--- src/rtl/taxi_occupancy_tracker_if.sv ---
// taxi_occupancy_tracker_if: per-door beam samples in, merged occupancy status out
interface taxi_occupancy_tracker_if #(
  parameter int NUM_DOORS = 2,
  parameter int CAPACITY  = 4
);
  localparam int CNT_W = $clog2(CAPACITY + 1);
  logic [NUM_DOORS-1:0]   valid;
  logic [2*NUM_DOORS-1:0] in;
  logic [2:0]             incr_decr_error;
  logic [CNT_W-1:0]       occupancy;
  logic                   full;
  logic                   empty;
  logic [NUM_DOORS-1:0]   door_fault;
  modport master (output valid, in, input incr_decr_error, occupancy, full, empty, door_fault);
  modport slave  (input valid, in, output incr_decr_error, occupancy, full, empty, door_fault);
endinterface

--- src/rtl/taxi_occupancy_tracker.sv ---
// taxi_occupancy_tracker: per-door two-beam FSMs merged into one saturating passenger count
module taxi_occupancy_tracker #(
  parameter int NUM_DOORS = 2,
  parameter int CAPACITY  = 4,
  parameter int TIMEOUT   = 16
) (
  input logic clk,
  input logic rst,
  taxi_occupancy_tracker_if.slave bus
);
  localparam int CNT_W = $clog2(CAPACITY + 1);
  localparam int NW    = CNT_W + $clog2(NUM_DOORS) + 2;
  localparam int TW    = $clog2(TIMEOUT + 1);
  typedef enum logic [2:0] {IDLE, ENT_A, ENT_AB, ENT_B, EXT_B, EXT_BA, EXT_A, FAULT} state_t;
  typedef struct packed {
    state_t s;
    logic   ent;
    logic   ext;
    logic   err;
  } tr_t;
  state_t                 state_q [NUM_DOORS];
  state_t                 state_d [NUM_DOORS];
  logic [TW-1:0]          timer_q [NUM_DOORS];
  logic [TW-1:0]          timer_d [NUM_DOORS];
  tr_t                    tr      [NUM_DOORS];
  logic [NUM_DOORS-1:0]   hold;
  logic [NUM_DOORS-1:0]   to;
  logic [CNT_W-1:0]       occupancy_q, occupancy_d;
  logic [2:0]             flags_q, flags_d;
  logic signed [NW-1:0]   net_d, nxt;
  logic                   err_d, rej;
  // Sampled ab is {B, A}; entry walks A -> AB -> B -> clear, exit is the mirror image.
  function automatic tr_t step(input state_t cur, input logic [1:0] ab);
    tr_t t;
    t = tr_t'{cur, 1'b0, 1'b0, 1'b0};
    case (cur)
      IDLE:    t.s = ab == 2'b01 ? ENT_A  : ab == 2'b10 ? EXT_B : ab == 2'b11 ? FAULT : IDLE;
      ENT_A:   t.s = ab == 2'b11 ? ENT_AB : ab == 2'b00 ? IDLE  : ab == 2'b10 ? FAULT : ENT_A;
      ENT_AB:  t.s = ab == 2'b10 ? ENT_B  : ab == 2'b01 ? ENT_A : ab == 2'b00 ? FAULT : ENT_AB;
      ENT_B:   t.s = ab == 2'b00 ? IDLE   : ab == 2'b11 ? ENT_AB : ab == 2'b01 ? FAULT : ENT_B;
      EXT_B:   t.s = ab == 2'b11 ? EXT_BA : ab == 2'b00 ? IDLE  : ab == 2'b01 ? FAULT : EXT_B;
      EXT_BA:  t.s = ab == 2'b01 ? EXT_A  : ab == 2'b10 ? EXT_B : ab == 2'b00 ? FAULT : EXT_BA;
      EXT_A:   t.s = ab == 2'b00 ? IDLE   : ab == 2'b11 ? EXT_BA : ab == 2'b10 ? FAULT : EXT_A;
      default: t.s = ab == 2'b00 ? IDLE   : FAULT;
    endcase
    t.err = cur != FAULT && t.s == FAULT;
    t.ent = cur == ENT_B && ab == 2'b00;
    t.ext = cur == EXT_A && ab == 2'b00;
    return t;
  endfunction
  always_comb begin
    net_d = '0;
    err_d = 1'b0;
    for (int d = 0; d < NUM_DOORS; d++) begin
      tr[d]      = bus.valid[d] ? step(state_q[d], bus.in[2*d +: 2]) : tr_t'{state_q[d], 1'b0, 1'b0, 1'b0};
      hold[d]    = state_q[d] != IDLE && state_q[d] != FAULT && tr[d].s == state_q[d];
      to[d]      = hold[d] && timer_q[d] == TW'(TIMEOUT - 1);
      timer_d[d] = hold[d] && !to[d] ? timer_q[d] + 1'b1 : '0;
      state_d[d] = to[d] ? IDLE : tr[d].s;
      err_d      = err_d | tr[d].err | to[d];
      net_d      = net_d + (tr[d].ent ? NW'(1) : NW'(0)) - (tr[d].ext ? NW'(1) : NW'(0));
    end
    nxt         = net_d + $signed(NW'(occupancy_q));
    rej         = nxt[NW-1] || nxt > NW'(CAPACITY);
    occupancy_d = rej ? occupancy_q : nxt[CNT_W-1:0];
    flags_d     = {!rej && !net_d[NW-1] && net_d != '0, !rej && net_d[NW-1], err_d | rej};
  end
  always_ff @(posedge clk or negedge rst) begin
    if (!rst) begin
      state_q     <= '{default: IDLE};
      timer_q     <= '{default: '0};
      occupancy_q <= '0;
      flags_q     <= '0;
    end else begin
      state_q     <= state_d;
      timer_q     <= timer_d;
      occupancy_q <= occupancy_d;
      flags_q     <= flags_d;
    end
  end
  assign bus.incr_decr_error = flags_q;
  assign bus.occupancy       = occupancy_q;
  assign bus.full            = occupancy_q == CNT_W'(CAPACITY);
  assign bus.empty           = occupancy_q == '0;
  for (genvar g = 0; g < NUM_DOORS; g++) begin : g_fault
    assign bus.door_fault[g] = state_q[g] == FAULT;
  end
endmodule

--- src/flat_wrapper.sv ---
// flat-port wrapper written by rule: the top's interface ports become plain ports
module taxi_occupancy_tracker_flat 
#(
  parameter int NUM_DOORS = 2,
  parameter int CAPACITY  = 4,
  parameter int TIMEOUT   = 16
)
  (clk, rst, bus_valid, bus_in, bus_incr_decr_error, bus_occupancy, bus_full, bus_empty, bus_door_fault);
  taxi_occupancy_tracker_if #(.NUM_DOORS(NUM_DOORS), .CAPACITY(CAPACITY)) bus_i ();
  input logic clk;
  input logic rst;
  input wire logic [$bits(bus_i.valid)-1:0] bus_valid;
  input wire logic [$bits(bus_i.in)-1:0] bus_in;
  output wire logic [$bits(bus_i.incr_decr_error)-1:0] bus_incr_decr_error;
  output wire logic [$bits(bus_i.occupancy)-1:0] bus_occupancy;
  output wire logic [$bits(bus_i.full)-1:0] bus_full;
  output wire logic [$bits(bus_i.empty)-1:0] bus_empty;
  output wire logic [$bits(bus_i.door_fault)-1:0] bus_door_fault;
  assign bus_i.valid = bus_valid;
  assign bus_i.in = bus_in;
  assign bus_incr_decr_error = bus_i.incr_decr_error;
  assign bus_occupancy = bus_i.occupancy;
  assign bus_full = bus_i.full;
  assign bus_empty = bus_i.empty;
  assign bus_door_fault = bus_i.door_fault;
  taxi_occupancy_tracker #(.NUM_DOORS(NUM_DOORS), .CAPACITY(CAPACITY), .TIMEOUT(TIMEOUT)) u_core (.clk(clk), .rst(rst), .bus(bus_i));
endmodule
--- config.mk ---
export PLATFORM = sky130hd
export DESIGN_NAME = taxi_occupancy_tracker_flat
export DESIGN_NICKNAME = d
export VERILOG_FILES = /design/src/rtl/taxi_occupancy_tracker_if.sv /design/src/rtl/taxi_occupancy_tracker.sv /design/src/flat_wrapper.sv
export SDC_FILE = /design/constraint.sdc
export NUM_CORES = 1
export LEC_CHECK = 0
export BUFFER_PORTS_ARGS = -buffer_cell sky130_fd_sc_hd__buf_2
export CAP_MARGIN = 20
export CORE_MARGIN = 3
export CORE_UTILIZATION = 60
export DETAILED_ROUTE_END_ITERATION = 8
export PLACE_DENSITY = 0.8
export REMOVE_ABC_BUFFERS = 1
export SYNTH_ARGS = -nofsm -noshare
export SYNTH_HDL_FRONTEND = slang
export SYNTH_SLANG_ARGS = --single-unit
--- constraint.sdc ---
create_clock -name clk -period 5.7 [get_ports clk]
set_input_delay 1.14 -clock clk [delete_from_list [all_inputs] [get_ports clk]]
set_output_delay 1.14 -clock clk [all_outputs]
set_load 0.01 [all_outputs]
# [Word-level counts from Yosys, hierarchy flattened]
# Cells that the tools add are included.
# Widths: inputs -> output; s select.
[op_classes] n_addsub=6 n_mux=56 bitwise_logic=4 eq_ne=29 n_reduce_logical=30 order_cmp=1
[op_table] operator="$mux 3" count=40
[op_table] operator="$pmux 3 s7" count=2
[op_table] operator="$eq 3x3->1 const B" count=11
[op_table] operator="$logic_and 1x1->1" count=17
[op_table] operator="$eq 3x2->1 const B" count=4
[op_table] operator="$mux 6" count=2
[op_table] operator="$sub 6x6->6" count=2
[op_table] operator="$add 5x1->5 const B" count=2
[op_table] operator="$eq 5x4->1 const B" count=2
[op_table] operator="$mux 5" count=2
[op_table] operator="$logic_not 3->1" count=3
[op_table] operator="$eq 2x2->1 const B" count=4
[op_table] operator="$mux 2" count=4
[op_table] operator="$add 6x4->6" count=1
[op_table] operator="$add 6x6->6" count=1
[op_table] operator="$eq 3x1->1 const B" count=2
[op_table] operator="$eq 3x3->1" count=2
[op_table] operator="$gt 6x4->1 const B" count=1
[op_table] operator="$mux 1" count=6
[op_table] operator="$ne 3x3->1 const B" count=2
[op_table] operator="$reduce_bool 3->1" count=2
[op_table] operator="$reduce_bool 6->1" count=1
[op_table] operator="$eq 2x1->1 const B" count=2
[op_table] operator="$logic_not 1->1" count=4
[op_table] operator="3 further kinds" count=7
[totals] regBits=22

# [Longest topological paths before layout]
# Gate-level depths: netlist of the first run.
[logic_depth] depth_word=18 ltp_mapped=17 ltp_nobuf=17

# [Worst setup path before layout of the first run]
# No wires, ideal clock.
[synth_timing] path_kind="in2reg" startpoint="input port bus_in[2]" endpoint="register u_core.flags_q[0] (netlist: u_core.bus.incr_decr_error[0])" t_arrival_ps=4337 path_slack_ps=1239 required_ps=5576 cell_stages=17 path_cell_list="inv_1 > ha_1 > nor2b_1 > and2_1 > nand2_1 > fa_1 > ha_1 > inv_1 > ha_1 > inv_1 > ha_1 > a2111oi_1 > nand2_1 > o31ai_1 > a221o_1 > o211ai_1 > a211o_1"
[synth_via] elab_chain_cells=11
[synth_lines] item="start, declared" line="flat_wrapper.sv:13" rtl="input wire logic [$bits(bus_i.in)-1:0] bus_in;"
[synth_lines] item="$eq 2x2->1 (tied with other cells)"
[synth_lines] item="$mux 1 (tied with other cells)" line="taxi_occupancy_tracker.sv:43" rtl="EXT_A: t.s = ab == 2'b00 ? IDLE : ab == 2'b11 ? EXT_BA : ab == 2'b10 ? FAULT : EXT_A;"
[synth_lines] item="$mux 3 (tied with other cells) (2 in a row)" line="taxi_occupancy_tracker.sv:43"
[synth_lines] item="$pmux 3 s7" line="taxi_occupancy_tracker.sv:36" rtl="case (cur)"
[synth_lines] item="$eq 3x3->1 or $mux 6 (tied branches)" line="taxi_occupancy_tracker.sv:46, taxi_occupancy_tracker.sv:55"
[synth_lines] item="$logic_and 1x1->1 or $eq 3x3->1 (tied branches)" line="taxi_occupancy_tracker.sv:46, taxi_occupancy_tracker.sv:56"
[synth_lines] item="$mux 6 (*)" line="taxi_occupancy_tracker.sv:55" rtl="tr[d] = bus.valid[d] ? step(state_q[d], bus.in[2*d +: 2]) : tr_t'{state_q[d], 1'b0, 1'b0, 1'b0};"
[synth_lines] item="parallel branches: the longest is 2 deep, another holds $add 6x6->6"
[synth_lines] item="$or 1x1->1 (*)" line="taxi_occupancy_tracker.sv:66" rtl="flags_d = {!rej && !net_d[NW-1] && net_d != '0, !rej && net_d[NW-1], err_d | rej};"
[synth_lines] item="via u_core.flags_d[0]" line="taxi_occupancy_tracker.sv:29" rtl="logic [2:0] flags_q, flags_d;"
[synth_lines] item="end signal, assigned" line="taxi_occupancy_tracker.sv:78" rtl="flags_q <= flags_d;"
[synth_lines] item="end, declared" line="taxi_occupancy_tracker.sv:29"
# Mark *: on every way through the listed nets, which the timed path passes.
# A chain may end at the register's enable or synchronous reset.

# [Worst setup path in the final report of the first run]
[layout_timing] startpoint="input port bus_in[0]" endpoint="register u_core.flags_q[0] (netlist: u_core.bus.incr_decr_error[0])"
[layout_via] elab_chain_cells=13
[layout_lines] item="$eq 2x2->1 (tied with other cells)"
[layout_lines] item="$mux 1 (tied with other cells)" line="taxi_occupancy_tracker.sv:43"
[layout_lines] item="$mux 3 (tied with other cells) (2 in a row)" line="taxi_occupancy_tracker.sv:43"
[layout_lines] item="$pmux 3 s7" line="taxi_occupancy_tracker.sv:36"
[layout_lines] item="$mux 6 (*)" line="taxi_occupancy_tracker.sv:55"
[layout_lines] item="parallel branches: the longest is 6 deep, another holds $sub 6x6->6"
[layout_lines] item="$or 1x1->1 (*)" line="taxi_occupancy_tracker.sv:66"
[layout_lines] item="via u_core.flags_d[0]" line="taxi_occupancy_tracker.sv:29"
# Marked as above.

==> results.sh, run 1 <==
export IMPL_worst_setup_path_startpoint="bus_in[0]"
export IMPL_hp_start="u_core.timer_q[5]"
export IMPL_top_level_ports=18
export IMPL_post_route_drc_count=0
export IMPL_pwr_share_clk_pct=7.2
export IMPL_gp_congestion=0.872
export IMPL_initial_core_util_pct=63.8
export IMPL_placement_setup_worst_slack_ps=675
export IMPL_grt_ovfl_total=0
export IMPL_wire_length_of_the_first_global_routing_pass_mm=7.74
export IMPL_post_place_cells=304
export IMPL_seqPwrFrac_pct=36.4
export IMPL_cp_required_ps=5900
export IMPL_cts_resized=0
export IMPL_max_freq_mhz=213
export IMPL_setup_slack_ps=996
export IMPL_io_buffers=17
export IMPL_clk_root_buffer_cell="sky130_fd_sc_hd__clkbuf_4"
export IMPL_total_power_uw=944
export IMPL_gr_usage_all_layers_pct=21.8
export IMPL_die_outline_width_um=66.3
export IMPL_cts_htree_levels=1
export IMPL_design_core_area_sq_um=3420
export IMPL_grt_antenna_before_repair=0
export IMPL_floorplan_die_area_sq_um=4390
export IMPL_synth_area_per_cell_sq_um=8.51
export IMPL_synth_seq_cells=22
export IMPL_vdd_drop_max_mv=0.154
export IMPL_post_drt_wl_per_cell_um=14.5
export IMPL_dominant_delay_contributor_by_cell_family_on_the_critical_path="adder cells"
export IMPL_r2r_start="u_core.state_q[2]"
export IMPL_setup_repair_after_global_routing_missed_its_margin="no"
export IMPL_synth_sequential_area_ratio_pct=25.3
export IMPL_worst_slew_pin_slew_ps=669
export IMPL_cts_buffers_inserted=3
export IMPL_drt_iter0_markers=93
export IMPL_std_cell_rows=21
export IMPL_flow_area_growth_from_synthesis_pct=3.79
export IMPL_die_height_um=66.3
export IMPL_power_switching_fraction_pct=48.2
export IMPL_dp_hpwl_mm=3.33
export IMPL_cts_tree="yes"
export IMPL_min_path_type="flip-flop to flip-flop"
export IMPL_crit_chain="buf_2 -> inv_1 -> ha_1 -> nand2_1 -> nor4_1 -> fa_1 -> ha_1 -> inv_1 -> ha_1 -> inv_1 -> ha_1 -> a2111oi_1 -> nand2_1 -> o31ai_1 -> a221o_1 -> o211ai_1 -> a211o_1"
export IMPL_critical_path_startpoint_type="primary input"
export IMPL_antennaDiodeCount=0
export IMPL_num_fill_cells=309
export IMPL_pint_uw=489
export IMPL_count_of_placed_standard_cells_in_the_final_layout_fillers_left_out=307
export IMPL_power_share_combinational_pct=56.4
export IMPL_timing_final_crit_period_ps=4700
export IMPL_timing_final_max_slew_violations=0
export IMPL_clock_latency_reported_for_the_late_side_of_the_worst_skew_pair_ps=300
export IMPL_total_number_of_clock_tree_sinks=22
export IMPL_final_min_period_over_clock_period_pct=82.5
export IMPL_nNetsFinal=294
export IMPL_route_final_wire_length_mm=4.46
export IMPL_switching_power_uw=455
export IMPL_crit_top_cell="sky130_fd_sc_hd__ha_1"
export IMPL_ctsLongestPathBuffers=2
export IMPL_outcome="completed"
export IMPL_synth_edff_count=0
export IMPL_worstPathArrival_ps=4900
export IMPL_critical_path_buf_inv_count=4
export IMPL_critical_path_max_stage_delay_ps=560
export IMPL_layout_drive_gt1_share_pct=14.2
export IMPL_ff_latch_area_sq_um=551
export IMPL_synthesis_area_sq_um=2180
export IMPL_critical_path_peak_fanout=7
export IMPL_setup_worst_path_end_class="flip-flop"
export IMPL_total_leakage_power_uw=0.00106
export IMPL_combined_area_of_the_multi_input_logic_cells_sq_um=1490
export IMPL_timing_setup_tns_ps=0
export IMPL_synthCells=256
export IMPL_max_cap_violations=0
export IMPL_cts_setup_buffers=0
export IMPL_power_density_relative_to_cell_area_nw_per_um2=417
export IMPL_ys_flop_type="sky130_fd_sc_hd__dfrtp_1"
export IMPL_timing_final_hold_violations=0
export IMPL_setup_crit_path_kind="primary input to flip-flop"
export IMPL_routed_via_count=1887
export IMPL_slew_headroom_pct=55.4
export IMPL_route_detailed_vias_per_inst=6.15
export IMPL_finalSetupViolCount=0
export IMPL_cp_slowest_cell="sky130_fd_sc_hd__a2111oi_1"
export IMPL_yosys_cell_types_count=67
export IMPL_clkTransAtPathRegs_ps=110
export IMPL_largest_net_degree_at_the_start_of_global_routing=25
export IMPL_asyncSetResetFlopFracSynth_pct=100
export IMPL_dr_pass1_iters=4
export IMPL_grt_pass1_vias=1685
export IMPL_fin_skew_ps=2.81
export IMPL_synth_warnings=0
export IMPL_count_of_nets_left_with_antenna_violations_after_detail_routing=0
export IMPL_postCtsHoldBufs=0
## cell families (layout without fill, tap and decap cells)
logic type / after synthesis / count (layout) / share of synthesized area, %
fa+ha+maj: 23 / 23 / 13.9
xor+xnor: 4 / 4 / 1.61
mux: 6 / 6 / 2.98
compound gates: 66 / 66 / 22.0
flops: 22 / 22 / 25.3
buf+inv: 30 / 35 / 6.37
simple gates: 105 / 105 / 27.9
## area by class of cell
type,count,area share (%)
clock buffers,3,0.996
well taps,46,2.54
repair buffers,17,3.76
inverters,15,2.49
multi-input cells,204,65.9
flip-flops and latches,22,24.3
## cell usage in the layout (no fill, tap or decap), types with 3 or more instances in the layout
cell type / instances
sky130_fd_sc_hd__and2_1: 4
sky130_fd_sc_hd__buf_2: 17
sky130_fd_sc_hd__clkbuf_4: 3
sky130_fd_sc_hd__nand2b_1: 6
sky130_fd_sc_hd__nor3b_1: 5
sky130_fd_sc_hd__nand2_1: 18
sky130_fd_sc_hd__nor2b_1: 9
sky130_fd_sc_hd__a31oi_1: 6
sky130_fd_sc_hd__nor3_1: 10
sky130_fd_sc_hd__nand3b_1: 3
sky130_fd_sc_hd__and3b_1: 3
sky130_fd_sc_hd__o211ai_1: 5
sky130_fd_sc_hd__a21oi_1: 10
sky130_fd_sc_hd__inv_1: 15
sky130_fd_sc_hd__dfrtp_1: 22
sky130_fd_sc_hd__ha_1: 21
sky130_fd_sc_hd__nand3_1: 3
sky130_fd_sc_hd__and3_1: 7
sky130_fd_sc_hd__nor2_1: 17
sky130_fd_sc_hd__mux2_2: 4
sky130_fd_sc_hd__or3_1: 4
sky130_fd_sc_hd__o31ai_1: 3
sky130_fd_sc_hd__o21ai_0: 12
## synth_stat cells, types with 3 or more instances
library cell | count | area, sq um
sky130_fd_sc_hd__a21oi_1 | 10 | 50.1
sky130_fd_sc_hd__buf_2 | 9 | 45.0
sky130_fd_sc_hd__nand3_1 | 3 | 15.0
sky130_fd_sc_hd__nor3_1 | 10 | 50.1
sky130_fd_sc_hd__nand3b_1 | 3 | 22.5
sky130_fd_sc_hd__inv_1 | 15 | 56.3
sky130_fd_sc_hd__a31oi_1 | 6 | 37.5
sky130_fd_sc_hd__nor2_1 | 17 | 63.8
sky130_fd_sc_hd__o211ai_1 | 5 | 37.5
sky130_fd_sc_hd__nor3b_1 | 5 | 37.5
sky130_fd_sc_hd__or3_1 | 4 | 25.0
sky130_fd_sc_hd__nand2_1 | 18 | 67.6
sky130_fd_sc_hd__and3b_1 | 3 | 26.3
sky130_fd_sc_hd__ha_1 | 21 | 263
sky130_fd_sc_hd__mux2_2 | 4 | 45.0
sky130_fd_sc_hd__o21ai_0 | 12 | 60.1
sky130_fd_sc_hd__nand2b_1 | 6 | 37.5
sky130_fd_sc_hd__o31ai_1 | 3 | 22.5
sky130_fd_sc_hd__dfrtp_1 | 22 | 551
sky130_fd_sc_hd__and2_1 | 4 | 25.0
sky130_fd_sc_hd__and3_1 | 7 | 43.8
sky130_fd_sc_hd__nor2b_1 | 9 | 56.3
## through the flow
stage	hold slack [ps]	util [%]	instance area, sq um
6_report	473	66.2	2260
5_1_grt	499	66.2	2260
4_1_cts	474	66.2	2260
3_5_place_dp	457	65.6	2240
3_3_place_gp	454	65.6	2240
2_1_floorplan	433	-	2100
## per-layer routing
metal | up-vias | routed length (um) | track usage, %
met1 | 904 | 2120 | 31.2
li1 | 943 | - | -
met3 | 4 | 141 | 1.02
met2 | 36 | 2160 | 35.2
met4 | 0 | 40 | 6.60
met5 | - | 0 | 0
## state kept, by name (all words and copies together), names as in the netlist
name                        cells
u_core.timer_q                 10
u_core.state_q                  6
u_core.bus.incr_decr_error      3
u_core.bus.occupancy            3
## worst paths after layout
kind | cells past startpoint | slack, ps | end
min reg2reg | 1 | 470 | u_core.timer_q[5]
max in group asynchronous | 1 | 4600 | u_core.timer_q[5]
max reg2reg | 15 | 1480 | u_core.bus.incr_decr_error[0]
max | 17 | 1000 | u_core.bus.incr_decr_error[0]
min in group asynchronous | 1 | 780 | u_core.timer_q[8]
min | 1 | 470 | u_core.timer_q[5]
## worst reg2reg max path: stages, from the launching register on
cell and delay (ps):
sky130_fd_sc_hd__dfrtp_1 790, sky130_fd_sc_hd__and2_1 300, sky130_fd_sc_hd__and2_1 160, sky130_fd_sc_hd__nand2_1 70
sky130_fd_sc_hd__fa_1 520, sky130_fd_sc_hd__ha_1 140, sky130_fd_sc_hd__inv_1 50, sky130_fd_sc_hd__ha_1 270
sky130_fd_sc_hd__inv_1 120, sky130_fd_sc_hd__ha_1 270, sky130_fd_sc_hd__a2111oi_1 560, sky130_fd_sc_hd__nand2_1 100
sky130_fd_sc_hd__o31ai_1 80, sky130_fd_sc_hd__a221o_1 300, sky130_fd_sc_hd__o211ai_1 120, sky130_fd_sc_hd__a211o_1 280
## power groups by stage
stage          sequential [uW]  clock [uW]  combinational (uW)
5_1_grt                    360        77.6                 599
4_1_cts                    339        69.5                 530
6_report                   344        67.9                 532
2_1_floorplan              312           0                 410
3_3_place_gp               339           0                 512
3_5_place_dp               341           0                 530
Note: power is estimated with default switching activity, not from simulation.
==> run 2, diff against run 1 <==
Clock period 5.7 ns to 4.62 ns, I/O delays scaled along.
==> run 2 against run 1 <==
Clock-buffer cell count is 1 higher. Final area is 3.3% higher. Register-to-register slack worse by 920 ps. Worst setup slack lost 640 ps. Sequential share of layout area shrank 0.77 points. Hold slack improved by 10 ps. Via count is 1.7% higher. Sequential cell count unchanged. Utilization is 2.2 points higher. Critical path depth unchanged. Cell count is 2.9% higher. Critical path type unchanged.
==> results.sh, run 2 (same netlist as run 1, synthesis figures left out) <==
export IMPL_worst_slew_pin_slew_ps=703
export IMPL_initial_core_util_pct=63.8
export IMPL_die_outline_width_um=66.3
export IMPL_cp_slowest_cell="sky130_fd_sc_hd__a2111oi_1"
export IMPL_crit_chain="buf_2 -> inv_1 -> ha_1 -> nand2_1 -> nor4_1 -> fa_1 -> ha_1 -> inv_1 -> ha_1 -> inv_1 -> ha_1 -> a2111oi_1 -> nand2_1 -> o31ai_1 -> a221o_1 -> o211ai_1 -> a211o_1"
export IMPL_post_drt_wl_per_cell_um=13.4
export IMPL_count_of_placed_standard_cells_in_the_final_layout_fillers_left_out=316
export IMPL_cts_buffers_inserted=3
export IMPL_setup_worst_path_end_class="flip-flop"
export IMPL_total_leakage_power_uw=0.00110
export IMPL_post_route_drc_count=0
export IMPL_grt_antenna_before_repair=0
export IMPL_ctsLongestPathBuffers=2
export IMPL_count_of_nets_left_with_antenna_violations_after_detail_routing=0
export IMPL_timing_hold_ws_ps=484
export IMPL_vdd_drop_max_mv=0.194
export IMPL_min_path_type="flip-flop to flip-flop"
export IMPL_design_core_area_sq_um=3420
export IMPL_largest_net_degree_at_the_start_of_global_routing=24
export IMPL_clkTransAtPathRegs_ps=120
export IMPL_post_place_cells=312
export IMPL_cp_required_ps=4820
export IMPL_crit_top_cell="sky130_fd_sc_hd__ha_1"
export IMPL_setup_repair_after_global_routing_missed_its_margin="no"
export IMPL_fin_skew_ps=2.35
export IMPL_critical_path_peak_fanout=5
export IMPL_setup_crit_path_kind="primary input to flip-flop"
export IMPL_cts_htree_levels=1
export IMPL_dr_pass1_iters=4
export IMPL_max_cap_violations=0
export IMPL_cts_setup_buffers=0
export IMPL_postCtsHoldBufs=0
export IMPL_dp_hpwl_mm=3.22
export IMPL_seqPwrFrac_pct=27.0
export IMPL_reg_with_most_ffs="u_core.timer_q"
export IMPL_drt_iter0_markers=153
export IMPL_largest_register_ffs=10
export IMPL_critical_path_max_stage_delay_ps=540
export IMPL_die_height_um=66.3
export IMPL_flow_area_growth_from_synthesis_pct=7.18
export IMPL_routed_via_count=1919
export IMPL_switching_power_uw=558
export IMPL_r2r_slack_ps=560
export IMPL_total_power_uw=1210
export IMPL_floorplan_die_area_sq_um=4390
export IMPL_timing_final_hold_violations=0
export IMPL_gr_usage_all_layers_pct=20.6
export IMPL_mostFrequentLayoutCell="sky130_fd_sc_hd__dfrtp_1"
export IMPL_pwr_share_clk_pct=8.7
export IMPL_clk_root_buffer_cell="sky130_fd_sc_hd__clkbuf_4"
export IMPL_grt_ovfl_total=0
export IMPL_critical_path_startpoint_type="primary input"
export IMPL_final_min_period_over_clock_period_pct=92.2
export IMPL_nNetsFinal=302
export IMPL_wire_length_of_the_first_global_routing_pass_mm=7.25
export IMPL_cts_tree="yes"
export IMPL_top_level_ports=18
export IMPL_max_freq_mhz=235
export IMPL_layout_top_registers="u_core.timer_q (10), u_core.state_q (6)"
export IMPL_finalSetupViolCount=0
export IMPL_power_density_relative_to_cell_area_nw_per_um2=517
export IMPL_layout_drive_gt1_share_pct=17.0
export IMPL_timing_final_max_slew_violations=0
export IMPL_route_final_wire_length_mm=4.24
export IMPL_antennaDiodeCount=0
export IMPL_clock_latency_reported_for_the_late_side_of_the_worst_skew_pair_ps=310
export IMPL_cts_resized=0
export IMPL_timing_final_crit_period_ps=4260
export IMPL_power_share_combinational_pct=64.3
export IMPL_route_detailed_vias_per_inst=6.07
export IMPL_grt_pass1_vias=1635
export IMPL_gp_congestion=0.894
export IMPL_outcome="completed"
export IMPL_layout_cells_most_common_list="sky130_fd_sc_hd__dfrtp_1 (22), sky130_fd_sc_hd__ha_1 (21), sky130_fd_sc_hd__nand2_1 (18), sky130_fd_sc_hd__nor2_1 (17), sky130_fd_sc_hd__buf_2 (17)"
export IMPL_worstPathArrival_ps=4470
export IMPL_timing_setup_tns_ps=0
export IMPL_io_buffers=17
export IMPL_std_cell_rows=21
export IMPL_slew_headroom_pct=51.9
export IMPL_pint_uw=649
export IMPL_power_switching_fraction_pct=46.2
export IMPL_total_number_of_clock_tree_sinks=22
-- run 2: cell count changes in the layout (fill, tap and decap cells not counted) --
cell | before | now
sky130_fd_sc_hd__clkbuf_8 | 0 | 1
sky130_fd_sc_hd__buf_4 | 0 | 8
-- run 2: area by class of cell --
type	count	area, sq um
well taps	46	57.6
flip-flops and latches	22	551
repair buffers	25	145
multi-input cells	204	1490
inverters	15	56.3
clock buffers	4	36.3
fillers	289	1080
-- run 2: power groups by stage --
stage	registers, uW	clock network, uW	logic, uW
after CTS	326	107	772
after global routing	340	116	866
after detailed placement	328	0	772
after global placement	328	0	761
after floorplan	386	0	506
final	326	105	776
-- run 2: path summary, 6_finish.rpt --
kind | cells after the start | startpoint | to
max in group asynchronous | 1 | rst | u_core.bus.incr_decr_error[0]
worst max-delay path | 17 | bus_in[0] | u_core.bus.incr_decr_error[0]
min in group asynchronous | 1 | rst | u_core.timer_q[5]
worst max register to register | 14 | u_core.state_q[3] | u_core.bus.incr_decr_error[0]
worst min register to register | 1 | u_core.timer_q[5] | u_core.timer_q[5]
worst min-delay path | 1 | u_core.timer_q[5] | u_core.timer_q[5]
-- run 2: per-layer routing --
layer	vias up	GRT usage [%]	share of wire (%)
met5	-	0	0
met1	870	29.2	48
li1	966	-	-
met2	72	33.0	45
met3	11	1.19	5.2
met4	0	7.36	2.0
-- run 2: critical path: cells and delay by family --
| family | cells | cell delay (ps) |
|---|---|---|
| AO/OA/AOI/OAI | 5 | 1310 |
| AND/OR/NAND/NOR | 3 | 480 |
| adder cells (fa/ha/maj) | 5 | 1330 |
| buffers and inverters | 4 | 410 |
-- run 2: stage by stage --
stage                     cell area [sq um]  setup slack (ps)  utilization, %
after floorplan                        2100               376               -
after detailed placement               2300              12.6            67.3
final                                  2340               359            68.4
after global placement                 2300               173            67.3
after CTS                              2340               370            68.4
after global routing                   2340              78.0            68.4
